==> src/rtl/uart_pkg.sv <==
// Shared UART constants and the line assembler's writer state type.
package uart_pkg;

  localparam logic [7:0] ASCII_LF = 8'h0A;
  localparam logic [7:0] ASCII_CR = 8'h0D;

  typedef enum logic [1:0] {
    W_FILL,
    W_DISCARD,
    W_WAIT_FREE
  } uart_line_wstate_t;

endpackage

==> src/rtl/uart_line_mem.sv <==
// Ping-pong line storage: one synchronous write port, one registered read port.
module uart_line_mem #(
  parameter int unsigned ADDR_W = 6
) (
  input  logic              clk,
  input  logic              we_i,
  input  logic [ADDR_W:0]   waddr_i,
  input  logic [7:0]        wdata_i,
  input  logic [ADDR_W:0]   raddr_i,
  output logic [7:0]        rdata_o
);

  logic [7:0] mem_q [2**(ADDR_W+1)];
  logic [7:0] rdata_q;

  always_ff @(posedge clk) begin
    if (we_i) begin
      mem_q[waddr_i] <= wdata_i;
    end
    rdata_q <= mem_q[raddr_i];
  end

  assign rdata_o = rdata_q;

endmodule

==> src/rtl/uart_rx_line_assembler.sv <==
// Assembles UART RX bytes into LF-terminated lines in two ping-pong buffers
// and exposes the oldest complete line through a registered read port.
module uart_rx_line_assembler
  import uart_pkg::*;
#(
  parameter int unsigned MAX_LINE_LEN = 64,
  parameter int unsigned LEN_W        = $clog2(MAX_LINE_LEN + 1),
  parameter int unsigned ADDR_W       = $clog2(MAX_LINE_LEN)
) (
  input  logic              clk,
  input  logic              reset,
  input  logic              rx_valid_i,
  input  logic [7:0]        rx_byte_i,
  output logic              line_valid_o,
  output logic [LEN_W-1:0]  line_len_o,
  input  logic [ADDR_W-1:0] rd_addr_i,
  output logic [7:0]        rd_data_o,
  input  logic              line_ack_i,
  output logic              overflow_o
);

  uart_line_wstate_t st_q, st_d;
  logic             wbuf_q, wbuf_d, rbuf_q, rbuf_d;
  logic [LEN_W-1:0] wcount_q, wcount_d;
  logic [1:0]       full_q, full_d;
  logic [LEN_W-1:0] len_q [2];
  logic [LEN_W-1:0] len_d [2];
  logic             ovf_q, ovf_d;
  logic             in_range_q, in_range_d;
  logic             we, fill_mode, is_lf, is_cr;
  logic [7:0]       mem_rdata;

  assign is_lf = (rx_byte_i == ASCII_LF);
  assign is_cr = (rx_byte_i == ASCII_CR);

  always_comb begin
    st_d       = st_q;
    wbuf_d     = wbuf_q;
    rbuf_d     = rbuf_q;
    wcount_d   = wcount_q;
    full_d     = full_q;
    len_d      = len_q;
    ovf_d      = 1'b0;
    we         = 1'b0;
    // A waiting writer whose buffer freed up last edge accepts bytes like W_FILL.
    fill_mode  = (st_q == W_FILL) || ((st_q == W_WAIT_FREE) && !full_q[wbuf_q]);
    in_range_d = LEN_W'(rd_addr_i) < len_q[rbuf_q];

    if (rx_valid_i && !is_cr) begin
      if (fill_mode) begin
        st_d = W_FILL;
        if (is_lf) begin
          if (wcount_q != '0) begin
            full_d[wbuf_q] = 1'b1;
            len_d[wbuf_q]  = wcount_q;
            wcount_d       = '0;
            wbuf_d         = ~wbuf_q;
            st_d           = full_q[~wbuf_q] ? W_WAIT_FREE : W_FILL;
          end
        end else if (wcount_q < LEN_W'(MAX_LINE_LEN)) begin
          we       = 1'b1;
          wcount_d = wcount_q + LEN_W'(1);
        end else begin
          ovf_d    = 1'b1;
          wcount_d = '0;
          st_d     = W_DISCARD;
        end
      end else if (st_q == W_DISCARD) begin
        if (is_lf) begin
          st_d = full_q[wbuf_q] ? W_WAIT_FREE : W_FILL;
        end
      end else begin
        // Still waiting and the target buffer is occupied: this line is lost.
        ovf_d = 1'b1;
        st_d  = is_lf ? W_WAIT_FREE : W_DISCARD;
      end
    end else if (fill_mode) begin
      st_d = W_FILL;
    end

    if (line_ack_i && full_q[rbuf_q]) begin
      full_d[rbuf_q] = 1'b0;
      rbuf_d         = ~rbuf_q;
    end
  end

  always_ff @(posedge clk) begin
    if (reset) begin
      st_q       <= W_FILL;
      wbuf_q     <= 1'b0;
      rbuf_q     <= 1'b0;
      wcount_q   <= '0;
      full_q     <= '0;
      len_q      <= '{default: '0};
      ovf_q      <= 1'b0;
      in_range_q <= 1'b0;
    end else begin
      st_q       <= st_d;
      wbuf_q     <= wbuf_d;
      rbuf_q     <= rbuf_d;
      wcount_q   <= wcount_d;
      full_q     <= full_d;
      len_q      <= len_d;
      ovf_q      <= ovf_d;
      in_range_q <= in_range_d;
    end
  end

  uart_line_mem #(
    .ADDR_W (ADDR_W)
  ) u_mem (
    .clk     (clk),
    .we_i    (we),
    .waddr_i ({wbuf_q, wcount_q[ADDR_W-1:0]}),
    .wdata_i (rx_byte_i),
    .raddr_i ({rbuf_q, rd_addr_i}),
    .rdata_o (mem_rdata)
  );

  assign line_valid_o = full_q[rbuf_q];
  assign line_len_o   = len_q[rbuf_q];
  assign overflow_o   = ovf_q;
  assign rd_data_o    = in_range_q ? mem_rdata : 8'h00;

endmodule

==> config.mk <==
export PLATFORM = sky130hd
export DESIGN_NAME = uart_rx_line_assembler
export DESIGN_NICKNAME = d
export VERILOG_FILES = /design/src/rtl/uart_pkg.sv /design/src/rtl/uart_line_mem.sv /design/src/rtl/uart_rx_line_assembler.sv
export SDC_FILE = /design/constraint.sdc
export NUM_CORES = 1
export LEC_CHECK = 0
export ABC_AREA = 1
export CORE_ASPECT_RATIO = 0.8
export CORE_MARGIN = 10
export CORE_UTILIZATION = 40
export CTS_CLUSTER_DIAMETER = 60
export CTS_CLUSTER_SIZE = 25
export DETAILED_ROUTE_END_ITERATION = 8
export GPL_TIMING_DRIVEN = 0
export PLACE_DENSITY_LB_ADDON = 0.3
export REMOVE_ABC_BUFFERS = 1
export SYNTH_ARGS = -nofsm -noshare
export SYNTH_HDL_FRONTEND = slang
export SYNTH_SLANG_ARGS = --single-unit
==> constraint.sdc <==
create_clock -name clk -period 2.9 [get_ports clk]
set_input_delay 0.58 -clock clk [delete_from_list [all_inputs] [get_ports clk]]
set_output_delay 0.58 -clock clk [all_outputs]
set_load 0.005 [all_outputs]
==> summary.txt, run 1 <==
Outcome
  • Status: complete, no violations

Final layout
  • Layout cells sized above 1: 0.0795
  • Post-route design area: ~48,000 µm²
  • Non-Filler Instances: 5,153
  • Post-layout util: 0.441
  • Filler Cell Count: ~9,900
  • Nets: between 3,000 and 4,000
  • Antenna Cells: 0
  • P&R area growth vs syn: 9.58%

Synth
  • Commonest cells post-synth: nand2_1, edfxtp_1, nand3_1, nor2_1, buf_2
  • #FFs+latches synth: 1,061
  • Synth top area cells: edfxtp_1, nand2_1, nand3_1
  • Asr flop ratio synth: 0
  • Synth top area share: 0.705
  • Post-Syn Area: roughly 44,000 µm²
  • Yosys warnings: 0
  • Syn Inst Count: ~3,800
  • Post-synth top area cell: edfxtp_1
  • Unique masters post-synth: 35
  • Primary FF master, synth: edfxtp_1
  • Sequential share of the synthesized area: 0.722
  • Post-synth EDFFs: slightly above 1,000
  • Mean Syn Cell Area: 11.5 µm²
  • Most common cell in the netlist: nand2_1

CTS
  • Worst-path clk slew: about 0.090 ns
  • CTS H-tree lvls: 2
  • CTS root buf: clkbuf_16
  • CTS tree: built
  • Clock Latency Late Sink: 0.67 ns
  • CTS Sinks: 1,061
  • Maximum root-to-sink buffer count: 3
  • CTS buffer count: 52
  • CTS Hold Bufs: 0

Routing
  • DRC: 0
  • Antenna Nets Post-Route: 0
  • 1st-pass router iterations: 6
  • Wire per inst: between 20 and 25 µm
  • DRT Wirelength: 113,000 µm
  • Initial DRC count: 2,957
  • Vias per Instance: about 5.4
  • Total number of vias: roughly 28,000

Power and ir drop
  • Reg power frac: 0.610
  • Maximum VDD drop: roughly 0.00046 V
  • Sw frac: 0.231
  • Pwr/cell area: slightly below 600 nW/µm²
  • Static leakage: between 15 and 20 nW
  • Gate power share: 0.072
  • NetSw: 6.37 mW
  • Clock Power Share: 0.318
  • Internal: approximately 21 mW

Setup path
  • Crit path launch type: flip-flop
  • Worst path bufs/invs: 2
  • CP max stage delay: approximately 0.62 ns
  • Crit-path slowest cell: dfxtp_1
  • Data required time of the critical path: between 2 and 2.5 ns
  • Worst path cell trace: nand2_1, inv_1, clkdlybuf4s50_1
  • Delay-heaviest family, CP: buffers and inverters
  • Worst Setup End Kind: output pin
  • Crit path kind: flip-flop to output pin
  • WP data arrival: around 2.3 ns
  • Worst Path Max Fanout: 8

STA
  • Max-slew headroom: 0.162
  • Fin Clk Skew: about 0.019 ns
  • Worst-Margin Slew: 1.25 ns
  • Period minus WS final: between 2 and 3 ns
  • Final Max Slew Viols: 0
  • Final Hold Viols: 0
  • Setup violators final: 0
  • Unrepaired setup endpoints after global routing: false
  • Maximum operating frequency: around 0.35 GHz
  • Setup TNS Final: 0 ns
  • Period utilization: 0.995

Global route
  • Gr usage total: 0.175
  • First-pass GRT wire length: 165,000 µm
  • Largest net degree at the start of global routing: roughly 210
  • Initial antenna violation count: 3
  • GRT Residual Overflow: 0
  • Number of global-route vias before repair: about 26,000

Place
  • Placed insts: ~5,000
  • IO Port Bufs: 34
  • Detail Placement HPWL: about 62,000 µm
  • Placed Area: 45,100 µm²
  • Gpl congestion: 0.880

Floorplan
  • Row count: ~110
  • DIE HEIGHT: 315 µm
  • Core outline area: roughly 110,000 µm²
  • I/O Pins: 35
  • Die W: ~400 µm
  • Initial Util: 0.402
  • Die area: approximately 120,000 µm²

Worst hold path
  • Hold Path Class: primary input to flip-flop

Flow run
  • Max-cap check violation count: 0
## worst register-to-register path: stages, from the launching register on
cell	delay (ns)
dfxtp_1	0.44
nor2_1	0.78
nand2_1	0.64
nor2_2	0.64
## cells in the final DEF, fill, tap and decap left out, types with 7 or more instances in the layout
cell type,count
inv_6,7
nor2_1,25
clkdlybuf4s50_1,21
buf_4,11
nor2_4,31
nand3_1,934
nor2_2,101
clkbuf_1,19
buf_16,22
ha_1,7
nand2_1,1251
o21ai_0,20
inv_1,42
dfxtp_1,36
a21oi_1,28
edfxtp_1,1024
clkbuf_16,58
buf_12,20
## layout make-up
type                    count  area [µm²]  share of cell area
multi-input cells        2435       11100               0.233
inverters                  51         240             0.00503
well taps                1430        1790              0.0374
clock buffers              74        1440              0.0301
clock inverters            18         236             0.00495
repair buffers             84        1460              0.0306
flip-flops and latches   1061       31500               0.659
## logic make-up after synthesis
| kind of cell | synth area share |
|---|---|
| AOI/OAI and AO/OA | 0.00726 |
| xor gates and xnor gates | 0.000603 |
| adders and majority gates | 0.00201 |
| buffers and inverters | 0.0328 |
| DFF | 0.722 |
| and+or+nand+nor | 0.235 |
## power groups by stage
stage	Sequential (mW)	Clock (mW)	Combinational (mW)
CTS	16.8	8.90	1.94
detailed placement	17.2	0	1.89
global placement	17.3	0	2.23
global route	16.8	9.46	2.16
floorplan	17.2	0	0.866
finish	16.8	8.78	1.99
## state kept, by name, indices dropped and copies added, names as in the netlist
name / cells
overflow_o: 1
in_range_q: 1
full_q: 2
rbuf_q: 1
u_mem.rdata_o: 8
st_q: 2
wcount_q: 7
len_q: 14
u_mem.mem_q: 1024
wbuf_q: 1
## layer usage
| metal | GRT usage | up-vias | part of all wire |
|---|---|---|---|
| met4 | 0.0371 | 2 | 0.019 |
| met1 | 0.265 | 13600 | 0.45 |
| met3 | 0.0365 | 122 | 0.096 |
| met5 | 0 | - | 0.00013 |
| met2 | 0.259 | 1092 | 0.44 |
| li1 | - | 13000 | - |
## path summary, 6_finish.rpt
kind	from	to	slack (ns)	cells after the start
worst max-delay path	in_range_q	rd_data_o[1]	0.01	3
worst min-delay path	rx_byte_i[7]	u_mem.mem_q[101][7]	0.29	1
worst max register to register	wbuf_q	u_mem.mem_q[4][1]	0.03	3
worst min register to register	len_q[1]	len_q[1]	0.46	2
## stage by stage
step	setup WS [ns]	power, mW	hold slack, ns
floorplan	-2.20	18.0	0.425
global placement	-38.36	19.5	0.436
detailed placement	-1.71	19.1	0.444
CTS	-0.0529	27.7	0.328
global route	0.00205	28.4	0.289
finish	0.0136	27.6	0.287
## what timing repair did
action | in CTS | in global routing
setup buffers | 20 | 4
pin swaps | 2 | 3
endpoints found under the setup margin | 1018 | 612
resized for setup | 145 | 22
gates cloned | 0 | 4
Power figures use the tool's default switching activity.
==> run 2, diff against run 1 <==
RECOVER_POWER = 100   (was not set)
==> summary.txt, run 2 (synthesis results as in run 1) <==
Floorplan
  • I/O Pins: 35 (unchanged)
  • Die W: 389 µm (unchanged)
  • Initial Util: 0.402 (unchanged)
  • Row count: 108 (unchanged)
  • Core outline area: 108,000 µm² (unchanged)
  • DIE HEIGHT: 315 µm (unchanged)
  • Die area: 123,000 µm² (unchanged)

Final layout
  • P&R area growth vs syn: 9.13%
  • Antenna Cells: 0 (unchanged)
  • Largest register by flop count: u_mem.mem_q
  • Commonest non-fill, non-tap cell in the layout: nand2_1
  • Max reg flops: 1,024 (unchanged)
  • Filler Cell Count: 9,952 (+0.26%)
  • Nets: 3,710 (unchanged)
  • Most frequent cells in the layout: nand2_1, edfxtp_1, nand3_1
  • Layout cells sized above 1: 0.0787 (-0.000806)

CTS
  • CTS tree: built
  • CTS buffer count: 52 (unchanged)
  • CTS Sinks: 1,061 (unchanged)
  • Maximum root-to-sink buffer count: 3 (unchanged)
  • Worst-path clk slew: 0.09 ns (about the same)
  • CTS root buf: clkbuf_16
  • CTS Hold Bufs: 0 (unchanged)
  • CTS H-tree lvls: 2 (unchanged)
  • Clock Latency Late Sink: 0.67 ns (about the same)

Power and ir drop
  • Clock Power Share: 0.319 (about the same)
  • Gate power share: 0.071 (about the same)
  • Sw frac: 0.231 (about the same)
  • Maximum VDD drop: 0.000455 V (-0.50%)
  • Internal: 21.2 mW (about the same)
  • Static leakage: 16.2 nW (-0.46%)
  • NetSw: 6.37 mW (about the same)
  • Pwr/cell area: 579 nW/µm² (+0.35%)
  • Total Power: 27.6 mW (about the same)
  • Reg power frac: 0.610 (about the same)

Setup path
  • R2R Setup Slk: 0.05 ns (+0.02 ns)
  • Worst Setup End Kind: flip-flop
  • Worst Setup EP: u_mem.mem_q[4][1]
  • Crit path launch type: flip-flop
  • Reg2reg end: u_mem.mem_q[4][1]
  • Crit path kind: flip-flop to flip-flop
  • R2R cell count: 3 (unchanged)
  • Data required time of the critical path: 3.19 ns (+0.87 ns)
  • CP Launch Point: wbuf_q
  • WP data arrival: 3.15 ns (+0.84 ns)
  • Worst Path Max Fanout: 11 (+3)
  • Reg-to-reg critical path startpoint: wbuf_q

Global route
  • GRT Residual Overflow: 0 (unchanged)
  • First-pass GRT wire length: 165,000 µm (unchanged)
  • Number of global-route vias before repair: 25,600 (unchanged)
  • Initial antenna violation count: 4 (+1)
  • Gr usage total: 0.175 (unchanged)
  • Largest net degree at the start of global routing: 212 (unchanged)

Routing
  • DRT Wirelength: 112,000 µm (about the same)
  • Wire per inst: 21.8 µm (about the same)
  • Antenna Nets Post-Route: 0 (unchanged)
  • DRC: 0 (unchanged)
  • Initial DRC count: 2,869 (-3.0%)
  • 1st-pass router iterations: 5 (-1)
  • Vias per Instance: 5.39 (-0.23%)
  • Total number of vias: 27,800 (-0.23%)

STA
  • Period utilization: 0.984 (-0.0113)
  • Setup violators final: 0 (unchanged)
  • Final hold slack: 0.288 ns (+0.000418 ns)
  • Maximum operating frequency: 0.350 GHz (+1.1%)
  • Unrepaired setup endpoints after global routing: false
  • Final Max Slew Viols: 200 (+200)
  • Fin Clk Skew: 0.0184 ns (-0.000192 ns)
  • Worst-Margin Slew: 2.10 ns (+0.848 ns)
  • Max-slew headroom: -0.397 (-0.559)
  • Final Hold Viols: 0 (unchanged)
  • Period minus WS final: 2.85 ns (-0.0326 ns)

Outcome
  • Status: finished, violations left
  • Failing checks: capacitance limit, slew limit

Worst hold path
  • Hold path cells: 1 (unchanged)
  • Hold Path Class: primary input to flip-flop

Place
  • IO Port Bufs: 34 (unchanged)
  • Gpl congestion: 0.880 (unchanged)
  • Detail Placement HPWL: 62,000 µm (unchanged)

Flow run
  • Max-cap check violation count: 3 (+3)
[run 2: stage by stage]
stage,instances,worst slack [ns],setup TNS (ns),utilization,cell area [µm²]
2_1_floorplan,3547,-2.20,-18.10,-,42400
3_3_place_gp,5011,-38.36,-8024.76,0.411,44500
3_5_place_dp,5033,-1.71,-1405.70,0.416,45100
4_1_cts,5145,-0.0529,-0.779,0.439,47500
5_1_grt,5153,0.00205,0,0.439,47600
6_report,5153,0.0463,0,0.439,47600
[run 2: final cells by class]
type / instances / area [µm²] / area share
clock buffers: 74 / 1440 / 0.0302
clock inverters: 18 / 236 / 0.00497
inverters: 51 / 240 / 0.00505
multi-input cells: 2435 / 11100 / 0.234
flip-flops and latches: 1061 / 31500 / 0.662
well taps: 1430 / 1790 / 0.0376
repair buffers: 84 / 1270 / 0.0267
[run 2: worst max-delay path, cell delays in order (launching register included)]
cell and delay (ns):
dfxtp_1 0.45, nor2_1 0.76, nand2_1 0.63, nor2_2 0.64
[run 2: what timing repair did]
action | CTS | global route
endpoints found under the setup margin | 1018 | 612
resized for setup | 145 | 22
pin swaps | 2 | 3
buffers inserted | 20 | 4
hold endpoints to repair | 0 | 0
gates cloned | 0 | 4
[run 2: power groups by stage]
| stage | registers [mW] | logic (mW) | clock network [mW] |
|---|---|---|---|
| floorplan | 17.2 | 0.866 | 0 |
| global placement | 17.3 | 2.23 | 0 |
| detailed placement | 17.2 | 1.89 | 0 |
| CTS | 16.8 | 1.94 | 8.90 |
| global route | 16.8 | 2.13 | 9.46 |
| finish | 16.8 | 1.96 | 8.79 |
[run 2: worst min-delay path by stage]
stage	from	to	slack [ns]
5_1_grt	rx_byte_i[7]	u_mem.mem_q[101][7]	0.29
4_1_cts	rx_byte_i[6]	u_mem.mem_q[100][6]	0.33
6_report	rx_byte_i[7]	u_mem.mem_q[101][7]	0.29
3_5_place_dp	len_q[1]	len_q[1]	0.44
3_3_place_gp	len_q[6]	len_q[6]	0.44
2_1_floorplan	len_q[6]	len_q[6]	0.42
[run 2: metal layers]
layer  vias up  share of wire  track usage
met4         2          0.019       0.0371
met5         -        0.00013            0
li1      13000              -            -
met3       126          0.092       0.0365
met1     13600           0.45        0.265
met2      1011           0.44        0.259
